===== config.mk =====
export PLATFORM = sky130hd
export DESIGN_NAME = multdiv_sequencer
export DESIGN_NICKNAME = d
export VERILOG_FILES = /design/src/rtl/multdiv_sequencer.sv
export SDC_FILE = /design/constraint.sdc
export NUM_CORES = 1
export LEC_CHECK = 0
export ABC_CLOCK_PERIOD_IN_PS = 2870
export BUFFER_PORTS_ARGS = -buffer_cell sky130_fd_sc_hd__buf_2
export CAP_MARGIN = 20
export CORE_ASPECT_RATIO = 0.5
export CORE_MARGIN = 3
export CORE_UTILIZATION = 48
export DETAILED_ROUTE_END_ITERATION = 7
export HOLD_SLACK_MARGIN = 0.15
export PLACE_DENSITY = 0.91
export SYNTH_ARGS = -nofsm -noshare
export SYNTH_HDL_FRONTEND = slang
export SYNTH_SLANG_ARGS = --single-unit

===== constraint.sdc =====
create_clock -name clock -period 2.87 [get_ports clock]
set_input_delay 0.4305 -clock clock [delete_from_list [all_inputs] [get_ports clock]]
set_output_delay 0.4305 -clock clock [all_outputs]
set_load 0.1 [all_outputs]

===== src/rtl/multdiv_sequencer.sv =====
// Sequences mul/div instructions through an external multdiv unit.
// Recognises a mul/div in the current instruction word and stalls fetch.
// Starts the unit, waits for its result (bounded by TIMEOUT cycles), then
// writes the result back. On an exception or timeout, it writes the
// exception code to r30 instead.
//
// Handshake: md_start_mult / md_start_div are single-cycle pulses.
// md_ready is a single-cycle result-valid strobe that qualifies
// md_result and md_exception. It is only sampled in WAIT. No ready is
// returned to the unit; a strobe that arrives outside WAIT is dropped.
module multdiv_sequencer #(
  parameter int TIMEOUT = 40
) (
  input  logic        clock,
  input  logic        reset,
  input  logic [31:0] q_imem,
  input  logic        md_ready,
  input  logic        md_exception,
  input  logic [31:0] md_result,
  output logic        md_start_mult,
  output logic        md_start_div,
  output logic        stall,
  output logic        wb_en,
  output logic [4:0]  wb_rd,
  output logic [31:0] wb_data,
  output logic        timeout_err,
  output logic [1:0]  dbg_state
);

  typedef enum logic [1:0] {
    S_IDLE  = 2'd0,
    S_START = 2'd1,
    S_WAIT  = 2'd2,
    S_WB    = 2'd3
  } state_t;

  localparam logic [5:0] LAST_WAIT = 6'(TIMEOUT - 1);
  localparam logic [4:0] ALU_MUL   = 5'b00110;
  localparam logic [4:0] ALU_DIV   = 5'b00111;
  localparam logic [4:0] EXC_REG   = 5'd30;

  state_t      state;
  logic [4:0]  rd_q;
  logic        op_q;       // 0 = mul, 1 = div
  logic [31:0] result_q;
  logic        exc_q;
  logic [5:0]  count_q;
  logic        timeout_q;
  logic        is_md;

  // Only the opcode, rd and ALUop fields matter to this block.
  logic unused_imem_bits;
  assign unused_imem_bits = ^{q_imem[21:7], q_imem[1:0]};

  // Decode a mul/div from the instruction currently presented.
  always_comb begin
    is_md = (q_imem[31:27] == 5'b00000) &&
            ((q_imem[6:2] == ALU_MUL) || (q_imem[6:2] == ALU_DIV));
  end

  // Sequencer FSM: capture the instruction, start the unit, wait with timeout, write back.
  always_ff @(posedge clock) begin
    if (reset) begin
      state     <= S_IDLE;
      rd_q      <= 5'd0;
      op_q      <= 1'b0;
      result_q  <= 32'd0;
      exc_q     <= 1'b0;
      count_q   <= 6'd0;
      timeout_q <= 1'b0;
    end else begin
      case (state)
        S_IDLE: begin
          if (is_md) begin
            rd_q  <= q_imem[26:22];
            op_q  <= q_imem[2];
            state <= S_START;
          end
        end
        S_START: begin
          count_q <= 6'd0;
          state   <= S_WAIT;
        end
        S_WAIT: begin
          count_q <= count_q + 6'd1;
          // A result arriving on the final cycle still wins over the timeout.
          if (md_ready) begin
            result_q <= md_result;
            exc_q    <= md_exception;
            state    <= S_WB;
          end else if (count_q == LAST_WAIT) begin
            exc_q     <= 1'b1;
            timeout_q <= 1'b1;
            state     <= S_WB;
          end
        end
        S_WB: begin
          state <= S_IDLE;
        end
        default: state <= S_IDLE;
      endcase
    end
  end

  // Outputs decoded from registered state only, except the IDLE stall which must track the fetched word.
  always_comb begin
    md_start_mult = 1'b0;
    md_start_div  = 1'b0;
    stall         = 1'b0;
    wb_en         = 1'b0;
    wb_rd         = 5'd0;
    wb_data       = 32'd0;
    case (state)
      S_IDLE:  stall = is_md;
      S_START: begin
        stall         = 1'b1;
        md_start_mult = ~op_q;
        md_start_div  = op_q;
      end
      S_WAIT:  stall = 1'b1;
      S_WB: begin
        if (exc_q) begin
          wb_en   = 1'b1;
          wb_rd   = EXC_REG;
          wb_data = op_q ? 32'd5 : 32'd4;
        end else begin
          wb_en   = (rd_q != 5'd0);
          wb_rd   = rd_q;
          wb_data = result_q;
        end
      end
      default: stall = 1'b0;
    endcase
  end

  assign timeout_err = timeout_q;
  assign dbg_state   = state;

endmodule

==> metrics.md <==
| Metric | Value |
|---|---|
| Antenna diode instance count | `0` |
| Minimum clock period after layout | `roughly 2.4 ns` |
| Combinational Power Share | `around 12%` |
| Share of the yosys chip area belonging to registers | `~44%` |
| Arr. time, crit path | `1.98 ns` |
| Buffer depth of the longest clock path | `2` |
| Post-detailed-route count of antenna-violating nets | `0` |
| Top flip-flop cell by instance count after synthesis | `sky130_fd_sc_hd__dfxtp_1` |
| Crit path max fanout | `7` |
| Capturing element type of the critical path | `primary output` |
| Dominant cell by count in the synthesized netlist | `sky130_fd_sc_hd__nand2_1` |
| Share of layout cells above drive strength 1 | `between 30% and 40%` |
| Design internal power | `915 uW` |
| Synth cell types | `29` |
| Critical Path Start Type | `register` |
| Worst hold slack | `~0.36 ns` |
| Placer's final routability congestion estimate | `between 0.7 and 0.8` |
| Postcts setup bufs | `0` |
| Status | `finished, final reports clean` |
| Count of H-tree levels built during CTS | `2` |
| Post-layout power | `1250 uW` |
| Core Box Area | `~4100 um^2` |
| Routed wirelength normalized by instance count | `14.8 um` |
| Number of synthesis warnings | `0` |
| Final hold violations | `0` |
| Register bit total from synthesis | `between 40 and 50` |
| Maximum vdd drop | `between 0.2 and 0.3 mV` |
| Setup clock skew after layout | `0.00655 ns` |
| Final instance area | `3260 um^2` |
| Height of the chip | `around 53 um` |
| Buffer cell driving the clock tree root | `sky130_fd_sc_hd__clkbuf_8` |
| Leakage dissipation | `about 0.0014 uW` |
| Slew HR | `between 40% and 50%` |
| Post-CTS Resized | `0` |
| Clock sink count | `48` |
| Vias in the first global route | `2163` |
| Net switching share of the total power | `about a quarter` |
| Clock latency at the later pin of the worst-skew pair | `roughly 0.3 ns` |
| Post-DP HPWL | `4.43 mm` |
| Starting density of the core | `a little over half` |
| Area growth from synthesis to layout | `50.8%` |
| Detailed-routing iteration count for the pre-antenna-repair pass | `4` |
| Final worst-path cycle share | `between 80% and 90%` |
| Req. time, crit path | `approximately 2.4 ns` |
| Clock slew seen by the registers of the worst setup and hold paths | `~0.09 ns` |
| Total grt overflow | `0` |
| DRT iter0 DRCs | `about 60` |
| Boundary Pins | `about 110` |
| Number of max-slew violations in the final report | `0` |
| Yosys top cell by area | `sky130_fd_sc_hd__dfxtp_1` |
| Nets in the synthesized netlist | `342` |
| Pin count of the biggest net entering global routing | `45` |
| Sw Pwr | `~330 uW` |
| Post-placement setup slack | `~0.67 ns` |
| Post-synthesis instance area | `between 2000 and 2500 um^2` |
| Maximum clock rate | `0.416 GHz` |
| Tightest Pin Transition | `between 0.7 and 0.8 ns` |
| Post-Route Setup TNS | `0 ns` |
| Commonest cells in the netlist | `sky130_fd_sc_hd__nand2_1 (67), sky130_fd_sc_hd__dfxtp_1 (48), sky130_fd_sc_hd__a21oi_1 (35), sky130_fd_sc_hd__and2_1 (33), sky130_fd_sc_hd__nor2_1 (15)` |
| HP Class | `in2reg` |
| Via density | `5.23` |
| Quantity of hold-fixing buffers added after cts | `0` |
| Final wirelength | `6.07 mm` |
| Mean cell area of the mapped netlist | `slightly above 8 um^2` |
| Async set-or-reset flop fraction in the synthesized netlist | `0%` |
| TritonCTS clock tree | `done` |
| Number of enable-type register cells in the synthesized netlist | `0` |
| Dominant cells by area after synthesis | `sky130_fd_sc_hd__dfxtp_1 (44%), sky130_fd_sc_hd__nand2_1 (12%), sky130_fd_sc_hd__and2_1 (9.6%), sky130_fd_sc_hd__a21oi_1 (8.1%), sky130_fd_sc_hd__mux2i_1 (4.2%)` |
| Number of clock buffers inserted by TritonCTS | `5` |
| Clock network power share | `33.2%` |
| Max Cap Violations | `0` |
| DRC Markers | `0` |
| Synthesized instance count | `between 200 and 300` |
| Total setup violations reported at the end of the flow | `0` |
| Total number of vias | `between 2000 and 2500` |
| Number of placement rows | `16` |
| Area after DPL | `about 3200 um^2` |
| Tot GR Track Use | `between 20 and 25%` |
| Die X-Extent | `a little over 100 um` |
| Portion of total power attributed to sequential cells | `between 50 and 60%` |
| Setup slack after layout | `0.464 ns` |
| Share of the synthesized area in the top cell type | `about 44%` |
| Category of the critical setup timing path | `reg2out` |
| Total number of nets in the final design | `roughly 430` |
| Count of port buffers added during placement | `94` |
| Unrepaired setup endpoints after global routing | `false` |
| Global-route wire length before repair | `9.67 mm` |
| Power per cell area | `around 380 nW/um^2` |
| Area of the die | `roughly 5400 um^2` |
| Number of antenna violations at the first check in global routing | `0` |
power groups by stage:
stage / clock, uW / sequential, uW / combinational (uW)
floorplan: 0 / 709 / 85.5
global placement: 0 / 693 / 147
detailed placement: 0 / 694 / 153
CTS: 419 / 678 / 153
global route: 445 / 679 / 164
finish: 414 / 678 / 154
kinds of logic after synthesis:
group	synth area share, %
flops	44.5
fa+ha+maj	3.48
xor+xnor	1.62
mux	4.17
simple gates	29.3
compound gates	12.7
buf+inv	4.17
area by class of cell:
type                            count  area, um^2
Sequential cell                    48         961
Tap cell                           54        67.6
Clock buffer                        6        82.6
Multi-Input combinational cell    198        1150
Inverter                            4        15.0
Fill cell                         248         847
Clock inverter                      2        10.0
Timing Repair Buffer               98         966
cells in the final DEF, fill, tap and decap left out, types with 3 or more instances in the layout:
cell type / netlist / final
sky130_fd_sc_hd__nand2_1: 67 / 67
sky130_fd_sc_hd__buf_2: 6 / 63
sky130_fd_sc_hd__dfxtp_1: 48 / 48
sky130_fd_sc_hd__a21oi_1: 35 / 34
sky130_fd_sc_hd__buf_12: 0 / 31
sky130_fd_sc_hd__and2_2: 0 / 30
sky130_fd_sc_hd__nor2_1: 15 / 15
sky130_fd_sc_hd__mux2i_1: 9 / 9
sky130_fd_sc_hd__ha_1: 6 / 6
sky130_fd_sc_hd__clkbuf_8: 0 / 6
sky130_fd_sc_hd__o21a_1: 5 / 5
sky130_fd_sc_hd__inv_1: 4 / 4
sky130_fd_sc_hd__buf_4: 0 / 4
sky130_fd_sc_hd__and2_1: 33 / 3
sky130_fd_sc_hd__nand4_1: 3 / 3
sky130_fd_sc_hd__xor2_1: 3 / 3
per-layer routing:
metal / vias to the layer above / global-route usage [%] / wire (um)
li1: 1044 / - / -
met1: 1003 / 23.7 / 2210
met2: 77 / 44.8 / 3310
met3: 20 / 5.00 / 343
met4: 0 / 13.4 / 199
met5: - / 0 / 0
worst paths after layout:
kind	startpoint	end	slack [ns]	cells after the start
setup / recovery	dbg_state[0]$_SDFFE_PP0P_	stall	0.46	5
hold / removal	q_imem[22]	rd_q[0]$_SDFFE_PP0P_	0.36	3
setup reg to reg	dbg_state[0]$_SDFFE_PP0P_	count_q[5]$_SDFFE_PP0P_	1.09	5
hold reg to reg	result_q[12]$_SDFFE_PP0P_	result_q[12]$_SDFFE_PP0P_	0.45	2
state kept, by name, summed over array words and instances, names as in the netlist:
register and flops:
count_q 6, dbg_state 2, exc_q 1, op_q 1, rd_q 5, result_q 32
timeout_err 1
critical path, stage by stage, from the launching register on:
cell	delay [ns]
sky130_fd_sc_hd__dfxtp_1	0.35
sky130_fd_sc_hd__inv_1	0.15
sky130_fd_sc_hd__ha_1	0.23
sky130_fd_sc_hd__nand4_2	0.29
sky130_fd_sc_hd__a21oi_2	0.22
sky130_fd_sc_hd__buf_2	0.43
stage by stage:
| stage | instances | util (%) |
|---|---|---|
| 3_5_place_dp | 402 | 77.1 |
| 3_3_place_gp | 402 | 77.1 |
| 6_report | 410 | 79.4 |
| 5_1_grt | 410 | 79.4 |
| 4_1_cts | 410 | 79.4 |
| 2_1_floorplan | 268 | - |
(Power assumes the default switching activity.)
